### config.mk
export PLATFORM = sky130hd
export DESIGN_NAME = clint_timer_flat
export DESIGN_NICKNAME = d
export VERILOG_FILES = /design/src/rtl/clint_timer_if.sv /design/src/rtl/clint_timer.sv /design/src/flat_wrapper.sv
export SDC_FILE = /design/constraint.sdc
export NUM_CORES = 1
export LEC_CHECK = 0
export ABC_AREA = 1
export BUFFER_PORTS_ARGS = -buffer_cell sky130_fd_sc_hd__clkbuf_2
export CAP_MARGIN = 30
export CORE_UTILIZATION = 65
export CTS_CLUSTER_SIZE = 12
export DETAILED_ROUTE_END_ITERATION = 8
export HOLD_SLACK_MARGIN = 0.1
export PLACE_DENSITY = 0.84
export SLEW_MARGIN = 15
export SYNTH_ARGS = -nofsm -noshare
export SYNTH_HDL_FRONTEND = slang
export SYNTH_SLANG_ARGS = --single-unit
### constraint.sdc
create_clock -name i_clk -period 5.1 [get_ports i_clk]
set_input_delay 0.255 -clock i_clk [delete_from_list [all_inputs] [get_ports i_clk]]
set_output_delay 0.255 -clock i_clk [all_outputs]
set_load 0.005 [all_outputs]
### src/rtl/clint_timer_if.sv
// Bus port bundle for the machine timer block.
// Handshake: the master raises i_req for exactly one cycle per access (no
// back-pressure, every request is accepted); the slave answers with a one-cycle
// o_rvalid pulse exactly one clock later, carrying o_rdata and o_err.
interface clint_timer_if;
  logic        i_req;
  logic        i_we;
  logic [4:0]  i_addr;
  logic [3:0]  i_be;
  logic [31:0] i_wdata;
  logic        o_rvalid;
  logic [31:0] o_rdata;
  logic        o_err;

  modport master (
    output i_req, i_we, i_addr, i_be, i_wdata,
    input  o_rvalid, o_rdata, o_err
  );

  modport slave (
    input  i_req, i_we, i_addr, i_be, i_wdata,
    output o_rvalid, o_rdata, o_err
  );
endinterface

### src/rtl/clint_timer.sv
// Machine timer: 64-bit mtime with a programmable prescaler, 64-bit mtimecmp,
// registered interrupt level o_mtip, and a hi-half snapshot so software can
// read mtime as lo-then-hi without tearing.
module clint_timer #(
  parameter int unsigned DIV_W   = 16,
  parameter int unsigned RST_DIV = 0
) (
  input  logic          i_clk,
  input  logic          i_rst,
  clint_timer_if.slave  bus,
  output logic          o_mtip
);

  localparam logic [2:0] W_MTIME_LO = 3'd0;
  localparam logic [2:0] W_MTIME_HI = 3'd1;
  localparam logic [2:0] W_CMP_LO   = 3'd2;
  localparam logic [2:0] W_CMP_HI   = 3'd3;
  localparam logic [2:0] W_CTRL     = 3'd4;

  logic [63:0]      mtime_q, mtime_d;
  logic [63:0]      mtimecmp_q, mtimecmp_d;
  logic [31:0]      hi_snap_q, hi_snap_d;
  logic             en_q, en_d;
  logic [DIV_W-1:0] div_q, div_d;
  logic [DIV_W-1:0] cnt_q, cnt_d;
  logic             rvalid_q;
  logic [31:0]      rdata_q, rdata_d;
  logic             err_q, err_d;
  logic             mtip_q;

  logic             addr_ok;
  logic [2:0]       word;
  logic             wr, rd;
  logic             tick;
  logic [DIV_W:0]   ctrl_old;
  logic [DIV_W:0]   ctrl_wr;
  logic [31:0]      ctrl_rd;

  // Byte-lane merge: lanes with a clear enable keep their old value.
  function automatic logic [31:0] merge_be(input logic [31:0] old_v,
                                           input logic [31:0] new_v,
                                           input logic [3:0]  be);
    logic [31:0] r;
    for (int b = 0; b < 4; b++) begin
      r[8*b +: 8] = be[b] ? new_v[8*b +: 8] : old_v[8*b +: 8];
    end
    return r;
  endfunction

  assign addr_ok = (bus.i_addr[1:0] == 2'b00) && (bus.i_addr <= 5'h10);
  assign word    = bus.i_addr[4:2];
  assign wr      = bus.i_req && bus.i_we && addr_ok;
  assign rd      = bus.i_req && !bus.i_we && addr_ok;
  assign tick    = en_q && (cnt_q == div_q);
  assign ctrl_old = {div_q, en_q};
  assign ctrl_rd  = {{(31 - DIV_W){1'b0}}, div_q, en_q};

  // Per-bit byte-lane merge of the ctrl fields; bits above DIV are not stored.
  always_comb begin
    ctrl_wr = ctrl_old;
    for (int i = 0; i <= int'(DIV_W); i++) begin
      ctrl_wr[i] = bus.i_be[i / 8] ? bus.i_wdata[i] : ctrl_old[i];
    end
  end

  // Next-state for counter, compare, snapshot and ctrl; bus writes win over ticks.
  always_comb begin
    mtime_d    = tick ? (mtime_q + 64'd1) : mtime_q;
    mtimecmp_d = mtimecmp_q;
    hi_snap_d  = hi_snap_q;
    en_d       = en_q;
    div_d      = div_q;
    cnt_d      = en_q ? (tick ? '0 : cnt_q + 1'b1) : cnt_q;

    if (wr) begin
      case (word)
        W_MTIME_LO: mtime_d = {mtime_q[63:32], merge_be(mtime_q[31:0], bus.i_wdata, bus.i_be)};
        W_MTIME_HI: begin
          mtime_d   = {merge_be(mtime_q[63:32], bus.i_wdata, bus.i_be), mtime_q[31:0]};
          hi_snap_d = merge_be(mtime_q[63:32], bus.i_wdata, bus.i_be);
        end
        W_CMP_LO: mtimecmp_d[31:0]  = merge_be(mtimecmp_q[31:0], bus.i_wdata, bus.i_be);
        W_CMP_HI: mtimecmp_d[63:32] = merge_be(mtimecmp_q[63:32], bus.i_wdata, bus.i_be);
        W_CTRL: begin
          en_d  = ctrl_wr[0];
          div_d = ctrl_wr[DIV_W:1];
          cnt_d = '0;
        end
        default: ;
      endcase
    end else if (rd && (word == W_MTIME_LO)) begin
      hi_snap_d = mtime_q[63:32];
    end
  end

  // Read mux samples pre-update values; errors and writes return zero.
  always_comb begin
    rdata_d = 32'd0;
    err_d   = bus.i_req && !addr_ok;
    if (rd) begin
      case (word)
        W_MTIME_LO: rdata_d = mtime_q[31:0];
        W_MTIME_HI: rdata_d = hi_snap_q;
        W_CMP_LO:   rdata_d = mtimecmp_q[31:0];
        W_CMP_HI:   rdata_d = mtimecmp_q[63:32];
        W_CTRL:     rdata_d = ctrl_rd;
        default:    rdata_d = 32'd0;
      endcase
    end
  end

  // Register all state and the bus response; a request during reset is dropped.
  always_ff @(posedge i_clk) begin
    if (i_rst) begin
      mtime_q    <= 64'd0;
      mtimecmp_q <= '1;
      hi_snap_q  <= 32'd0;
      en_q       <= 1'b1;
      div_q      <= DIV_W'(RST_DIV);
      cnt_q      <= '0;
      rvalid_q   <= 1'b0;
      rdata_q    <= 32'd0;
      err_q      <= 1'b0;
      mtip_q     <= 1'b0;
    end else begin
      mtime_q    <= mtime_d;
      mtimecmp_q <= mtimecmp_d;
      hi_snap_q  <= hi_snap_d;
      en_q       <= en_d;
      div_q      <= div_d;
      cnt_q      <= cnt_d;
      rvalid_q   <= bus.i_req;
      rdata_q    <= rdata_d;
      err_q      <= err_d;
      mtip_q     <= (mtime_d >= mtimecmp_d);
    end
  end

  assign bus.o_rvalid = rvalid_q;
  assign bus.o_rdata  = rdata_q;
  assign bus.o_err    = err_q;
  assign o_mtip       = mtip_q;

endmodule

### src/flat_wrapper.sv
// flat-port wrapper written by rule: the top's interface ports become plain ports
module clint_timer_flat 
#(
  parameter int unsigned DIV_W   = 16,
  parameter int unsigned RST_DIV = 0
)
  (i_clk, i_rst, o_mtip, bus_i_req, bus_i_we, bus_i_addr, bus_i_be, bus_i_wdata, bus_o_rvalid, bus_o_rdata, bus_o_err);
  clint_timer_if bus_i ();
  input  logic i_clk;
  input  logic i_rst;
  output logic o_mtip;
  input wire logic [$bits(bus_i.i_req)-1:0] bus_i_req;
  input wire logic [$bits(bus_i.i_we)-1:0] bus_i_we;
  input wire logic [$bits(bus_i.i_addr)-1:0] bus_i_addr;
  input wire logic [$bits(bus_i.i_be)-1:0] bus_i_be;
  input wire logic [$bits(bus_i.i_wdata)-1:0] bus_i_wdata;
  output wire logic [$bits(bus_i.o_rvalid)-1:0] bus_o_rvalid;
  output wire logic [$bits(bus_i.o_rdata)-1:0] bus_o_rdata;
  output wire logic [$bits(bus_i.o_err)-1:0] bus_o_err;
  assign bus_i.i_req = bus_i_req;
  assign bus_i.i_we = bus_i_we;
  assign bus_i.i_addr = bus_i_addr;
  assign bus_i.i_be = bus_i_be;
  assign bus_i.i_wdata = bus_i_wdata;
  assign bus_o_rvalid = bus_i.o_rvalid;
  assign bus_o_rdata = bus_i.o_rdata;
  assign bus_o_err = bus_i.o_err;
  clint_timer #(.DIV_W(DIV_W), .RST_DIV(RST_DIV)) u_core (.i_clk(i_clk), .i_rst(i_rst), .bus(bus_i), .o_mtip(o_mtip));
endmodule
**Yosys cells after proc, flatten, opt, wreduce, memory -nomap -nowiden**

Index checks and enable logic that the tools add are counted.

- Bitwise logic cells: 1
- Multipliers: 0
- $add $sub $neg: 2
- Shift operators: 0
- Reductions and logical operators: 18
- Equal/unequal tests: 6
- Magnitude comparators: 2
- Mux-type cells: 30
- Divide/modulo/power cells: 0

Operators by type and width:

| cell | count |
|---|---|
| $mux W64 | 3 |
| $mux W32 | 5 |
| $pmux W32 S5 | 1 |
| $mux W8 | 16 |
| $pmux W64 S2 | 1 |
| $add A64 B1 Y64 const B | 1 |
| $ge A64 B64 Y1 | 1 |
| $mux W16 | 4 |
| $add A16 B1 Y16 const B | 1 |
| $eq A16 B16 Y1 | 1 |
| $reduce_and A3 Y1 | 3 |
| $logic_and A1 B1 Y1 | 8 |
| $eq A3 B2 Y1 const B | 2 |
| $le A5 B5 Y1 const B | 1 |
| $eq A3 B1 Y1 const B | 1 |
| $eq A3 B3 Y1 const B | 1 |
| $logic_not A3 Y1 | 1 |
| $logic_not A1 Y1 | 2 |
| $logic_not A2 Y1 | 1 |
| $ne A2 B2 Y1 const B | 1 |
| $reduce_and A2 Y1 | 1 |
| $reduce_bool A2 Y1 | 1 |
| $reduce_or A2 Y1 | 1 |
| $not A1 Y1 | 1 |

- Bits in latches: 0
- RAM bits: 0
- Memories kept: 0
- Memory bits (read-only): 0
- Bits of input ports: 45
- Flip-flop bits (word level): 228
- Output and inout bits: 35

**Depth between registers and ports, before layout**

- Depth in word-level cells: 6
- Mapped depth: 26

**Worst setup path before layout**

No wires, ideal clock.

- Path type: register to register
- From: reg u_core.mtime_q[0]
- To: reg u_core.mtip_q, in the netlist u_core.o_mtip
- Cell stages (with the launch flop): 22
- Library setup time: 70 ps
- Path slack: 2344 ps
- Required time: 5030 ps
- Arrival: 2686 ps
- Cells stage by stage: dfxtp_1 -> ha_1 -> nand2_1 -> nor2_2 -> nand2_1 -> nor2_1 -> and2_1 -> xor2_1 -> nand2_1 -> nand3_1 -> nand2_1 -> ha_1 -> nand2_1 -> nor2_1 -> nand4_1 -> inv_1 -> nand3_1 -> nor2_1 -> nor2_1 -> nand3_1 -> nand2_1 -> a21oi_1

- Longest elaborated chain between the ends: 5

RTL lines:

| item | RTL line | RTL |
|---|---|---|
| from (decl) | clint_timer.sv:20 | `logic [63:0] mtime_q, mtime_d;` |
| from (signal assigned) | clint_timer.sv:126 | `mtime_q <= mtime_d;` |
| $add A64 B1 Y64 (*) | clint_timer.sv:68 | `mtime_d = tick ? (mtime_q + 64'd1) : mtime_q;` |
| $mux W64 (*) | clint_timer.sv:68 |  |
| $pmux W64 S2 | clint_timer.sv:76 | `case (word)` |
| $mux W64 (*) | clint_timer.sv:75 | `if (wr) begin` |
| via u_core.mtime_d[30] | clint_timer.sv:20 |  |
| $ge A64 B64 Y1 (*) | clint_timer.sv:135 | `mtip_q <= (mtime_d >= mtimecmp_d);` |
| to (signal assigned) | clint_timer.sv:135 |  |
| to (decl) | clint_timer.sv:29 | `logic mtip_q;` |

The timed path passes the listed nets; every way through them passes the cells marked *.
A chain may end at the register's enable or synchronous reset.

**Final worst setup path**

- From: reg u_core.cnt_q[12]
- To: reg u_core.mtip_q, in the netlist u_core.o_mtip

- Longest elaborated chain between the ends: 6

RTL lines:

| item | RTL line | RTL |
|---|---|---|
| from (decl) | clint_timer.sv:25 | `logic [DIV_W-1:0] cnt_q, cnt_d;` |
| from (signal assigned) | clint_timer.sv:131 | `cnt_q <= cnt_d;` |
| $eq A16 B16 Y1 (*) | clint_timer.sv:54 | `assign tick = en_q && (cnt_q == div_q);` |
| $logic_and A1 B1 Y1 (*) | clint_timer.sv:54 |  |
| $mux W64 (*) | clint_timer.sv:68 |  |
| $pmux W64 S2 | clint_timer.sv:76 |  |
| $mux W64 (*) | clint_timer.sv:75 |  |
| via u_core.mtime_d[15] | clint_timer.sv:20 |  |
| $ge A64 B64 Y1 (*) | clint_timer.sv:135 |  |

Marked as above.

==> flow_metrics.tcl <==
set metrics [dict create \
    hold_violations 0 \
    ios 80 \
    synth.area.top_cells "dfxtp_1 31%, nand2_1 20%, nor2_1 6.6%" \
    worst_pin_slew_ns 0.968 \
    core_area_mm2 0.0221 \
    async_reset_ff_share_pct 0 \
    fin_skew_ns 0.00869 \
    synth_top_area_cell "dfxtp_1" \
    crit_type "flip-flop to flip-flop" \
    setup_viol 0 \
    ys_ff_latch 228 \
    clk-insertion-delay-late_ns 0.53 \
    fillers 1795 \
    cts-root-buf "clkbuf_16" \
    status "finished clean" \
    synth-edff-count 0 \
    drt_iter0_drc 2223 \
    min_path_type "primary input to flip-flop" \
    gp_congestion 1.07 \
    route.detailed.wl_per_inst_um 19.8 \
    grt_usage_pct 45.4 \
    crit_path_end_kind "flip-flop" \
    cts_resized 0 \
    instances_no_fill 2715 \
    drt_first_pass_iters 7 \
    finalPower_mw 6.02 \
    grt_pass1_vias 15900 \
    synth_most_common_cell "nand2_1" \
    vias 17100 \
    die_w_um 153 \
    cts_tree "yes" \
    die_h_um 153 \
    wl_um 53800 \
    slew_violations 0 \
    synth_area_mm2 0.0148 \
    powerDensity_mw_per_mm2 366 \
    final_core_util_pct 74.5 \
    synthTopCellsByCount "786 x nand2_1, 259 x nor2_1, 228 x dfxtp_1, 201 x inv_1, 182 x a21oi_1" \
    preCtsSetupSlack_ns 1.20 \
    gr-total-overflow 0 \
    maxCapViolCount 0 \
    die-area_mm2 0.0234 \
    drive_above_1_share_pct 7.19 \
    yosysWarnings 0 \
    grt_start_max_net_pins 71 \
    synth_top_area_share_pct 30.8 \
    viasPerCell 6.29 \
    start_util_pct 67.0 \
    worstPathMaxFanout 63 \
    cts_made_buffers 25 \
    syn_to_final_growth_pct 11.2 \
    route.detailed.drc 0 \
    crit_arrival_ns 4.28 \
    netlist_instances 2364 \
    cts_buffer_depth 3 \
    tns_ns 0 \
    diodes 0 \
    yosysSeqAreaShare_pct 30.8 \
    dpl.hpwl_um 38400 \
    finalCriticalPeriod_ns 3.83 \
    rsz0062_at_grt "no" \
    io_buffers 79 \
    synthFlopType "dfxtp_1" \
    slew_headroom_pct 35.2 \
    max_freq_mhz 261 \
    worstPathRequired_ns 5.56 \
    synthDistinctLibCells 42 \
    crit_path_start_kind "flip-flop" \
    ir_worst_vdd_mv 0.305 \
    clkSinkCount 228 \
    rows 54 \
    htreeDepth 1 \
    postRouteAntennaNets 0 \
    leakagePower_nw 7.51 \
    syn_nets 2475 \
    nNetsFinal 2533 \
    avgSynthCellArea_um2 6.26 \
    clkTransAtPathRegs_ns 0.06 \
    antenna_found_initial 0 \
    grt_pass1_wl_um 84800 \
    setup_slack_ns 1.27 \
    fin_crit_sh_pct 75.0 \
    placed_cells 2646 \
]
-- power breakdown --
part	leakage, nW	internal (mW)	switching (mW)
Combinational	5.28	0.642	1.33
Sequential	1.85	1.96	0.301
Clock	0.380	1.03	0.751
-- cell type report --
| type | instances | area (um^2) | share of cell area [%] |
|---|---|---|---|
| clock buffers | 33 | 686 | 4.17 |
| clock inverters | 7 | 87.6 | 0.532 |
| inverters | 217 | 815 | 4.95 |
| multi-input cells | 1813 | 9030 | 54.9 |
| flip-flops and latches | 228 | 4560 | 27.7 |
| well taps | 280 | 350 | 2.13 |
| repair buffers | 137 | 923 | 5.61 |
-- layer usage --
metal / track usage (%) / vias to the layer above / wire length [um]
met5: 0 / - / 0
met4: 16.9 / 0 / 2260
met3: 8.73 / 231 / 7470
met2: 69.5 / 1342 / 22600
met1: 63.3 / 7681 / 21500
li1: - / 7836 / -
-- worst max-delay path, cell delays in order, from the launching register on --
cell and delay, ns:
dfxtp_1 0.40, inv_1 0.06, nor2_1 0.27, nor2_1 0.11
nand3_1 0.10, nor2_1 0.08, nand3_2 0.11, buf_4 0.65
nand2_1 0.11, o21ai_0 0.11, nand2_1 0.07, nand2_1 0.12
inv_1 0.05, ha_1 0.29, nand2_1 0.07, inv_1 0.05
nand3_1 0.13, nor3_1 0.26, nand3_1 0.25, nor2_1 0.15
nor2_1 0.05, nand3_1 0.08, nand2_1 0.05, a21oi_1 0.11
-- state kept, by name (all words and copies together) (netlist names) --
name,flops
u_core.mtime_q,64
u_core.mtimecmp_q,64
u_core.bus.o_rdata,32
u_core.hi_snap_q,32
u_core.cnt_q,16
u_core.div_q,16
u_core.bus.o_err,1
u_core.bus.o_rvalid,1
u_core.en_q,1
u_core.o_mtip,1
-- kinds of logic (layout without fill, tap and decap cells) --
| group | Yosys count | in the layout | synth area share [%] |
|---|---|---|---|
| adder cells (fa/ha/maj) | 66 | 66 | 5.58 |
| XOR/XNOR | 50 | 50 | 2.96 |
| multiplexers | 38 | 38 | 2.60 |
| AO/OA/AOI/OAI | 448 | 448 | 16.9 |
| flip-flops | 228 | 228 | 30.8 |
| buffers and inverters | 323 | 394 | 8.38 |
| AND/OR/NAND/NOR | 1211 | 1211 | 32.8 |
-- placed cells by master, fill, tap and decap left out, drive strengths merged, types with 20 or more instances in the layout --
cell           n
nor2         260
dlygate4sd3   29
a221oi        20
nand4         21
clkbuf       112
nor3          20
buf           29
xor2          48
inv          216
nand2        786
ha            66
o21ai        164
nand3        104
dfxtp        228
a31oi         33
mux2i         34
a21oi        182
-- stage by stage --
step / hold slack, ns / cell area, um^2
2_1_floorplan: 0.381 / 14800
3_3_place_gp: 0.448 / 15400
3_5_place_dp: 0.452 / 15400
4_1_cts: 0.116 / 16500
5_1_grt: 0.145 / 16500
6_report: 0.125 / 16500
-- timing repair --
action                                 4_1_cts  5_1_grt
hold buffers                                29        0
endpoints found under the hold margin       59        0
setup buffers                                0        0
-- final timing paths --
kind	cells past startpoint	end	start	slack (ns)
setup / recovery	23	u_core.o_mtip	u_core.cnt_q[12]	1.27
hold / removal	5	u_core.mtimecmp_q[55]	bus_i_wdata[23]	0.12
setup reg to reg	23	u_core.o_mtip	u_core.cnt_q[12]	1.27
hold reg to reg	2	u_core.bus.o_rdata[3]	u_core.mtimecmp_q[3]	0.47
Note: power is estimated with default switching activity, not from simulation.
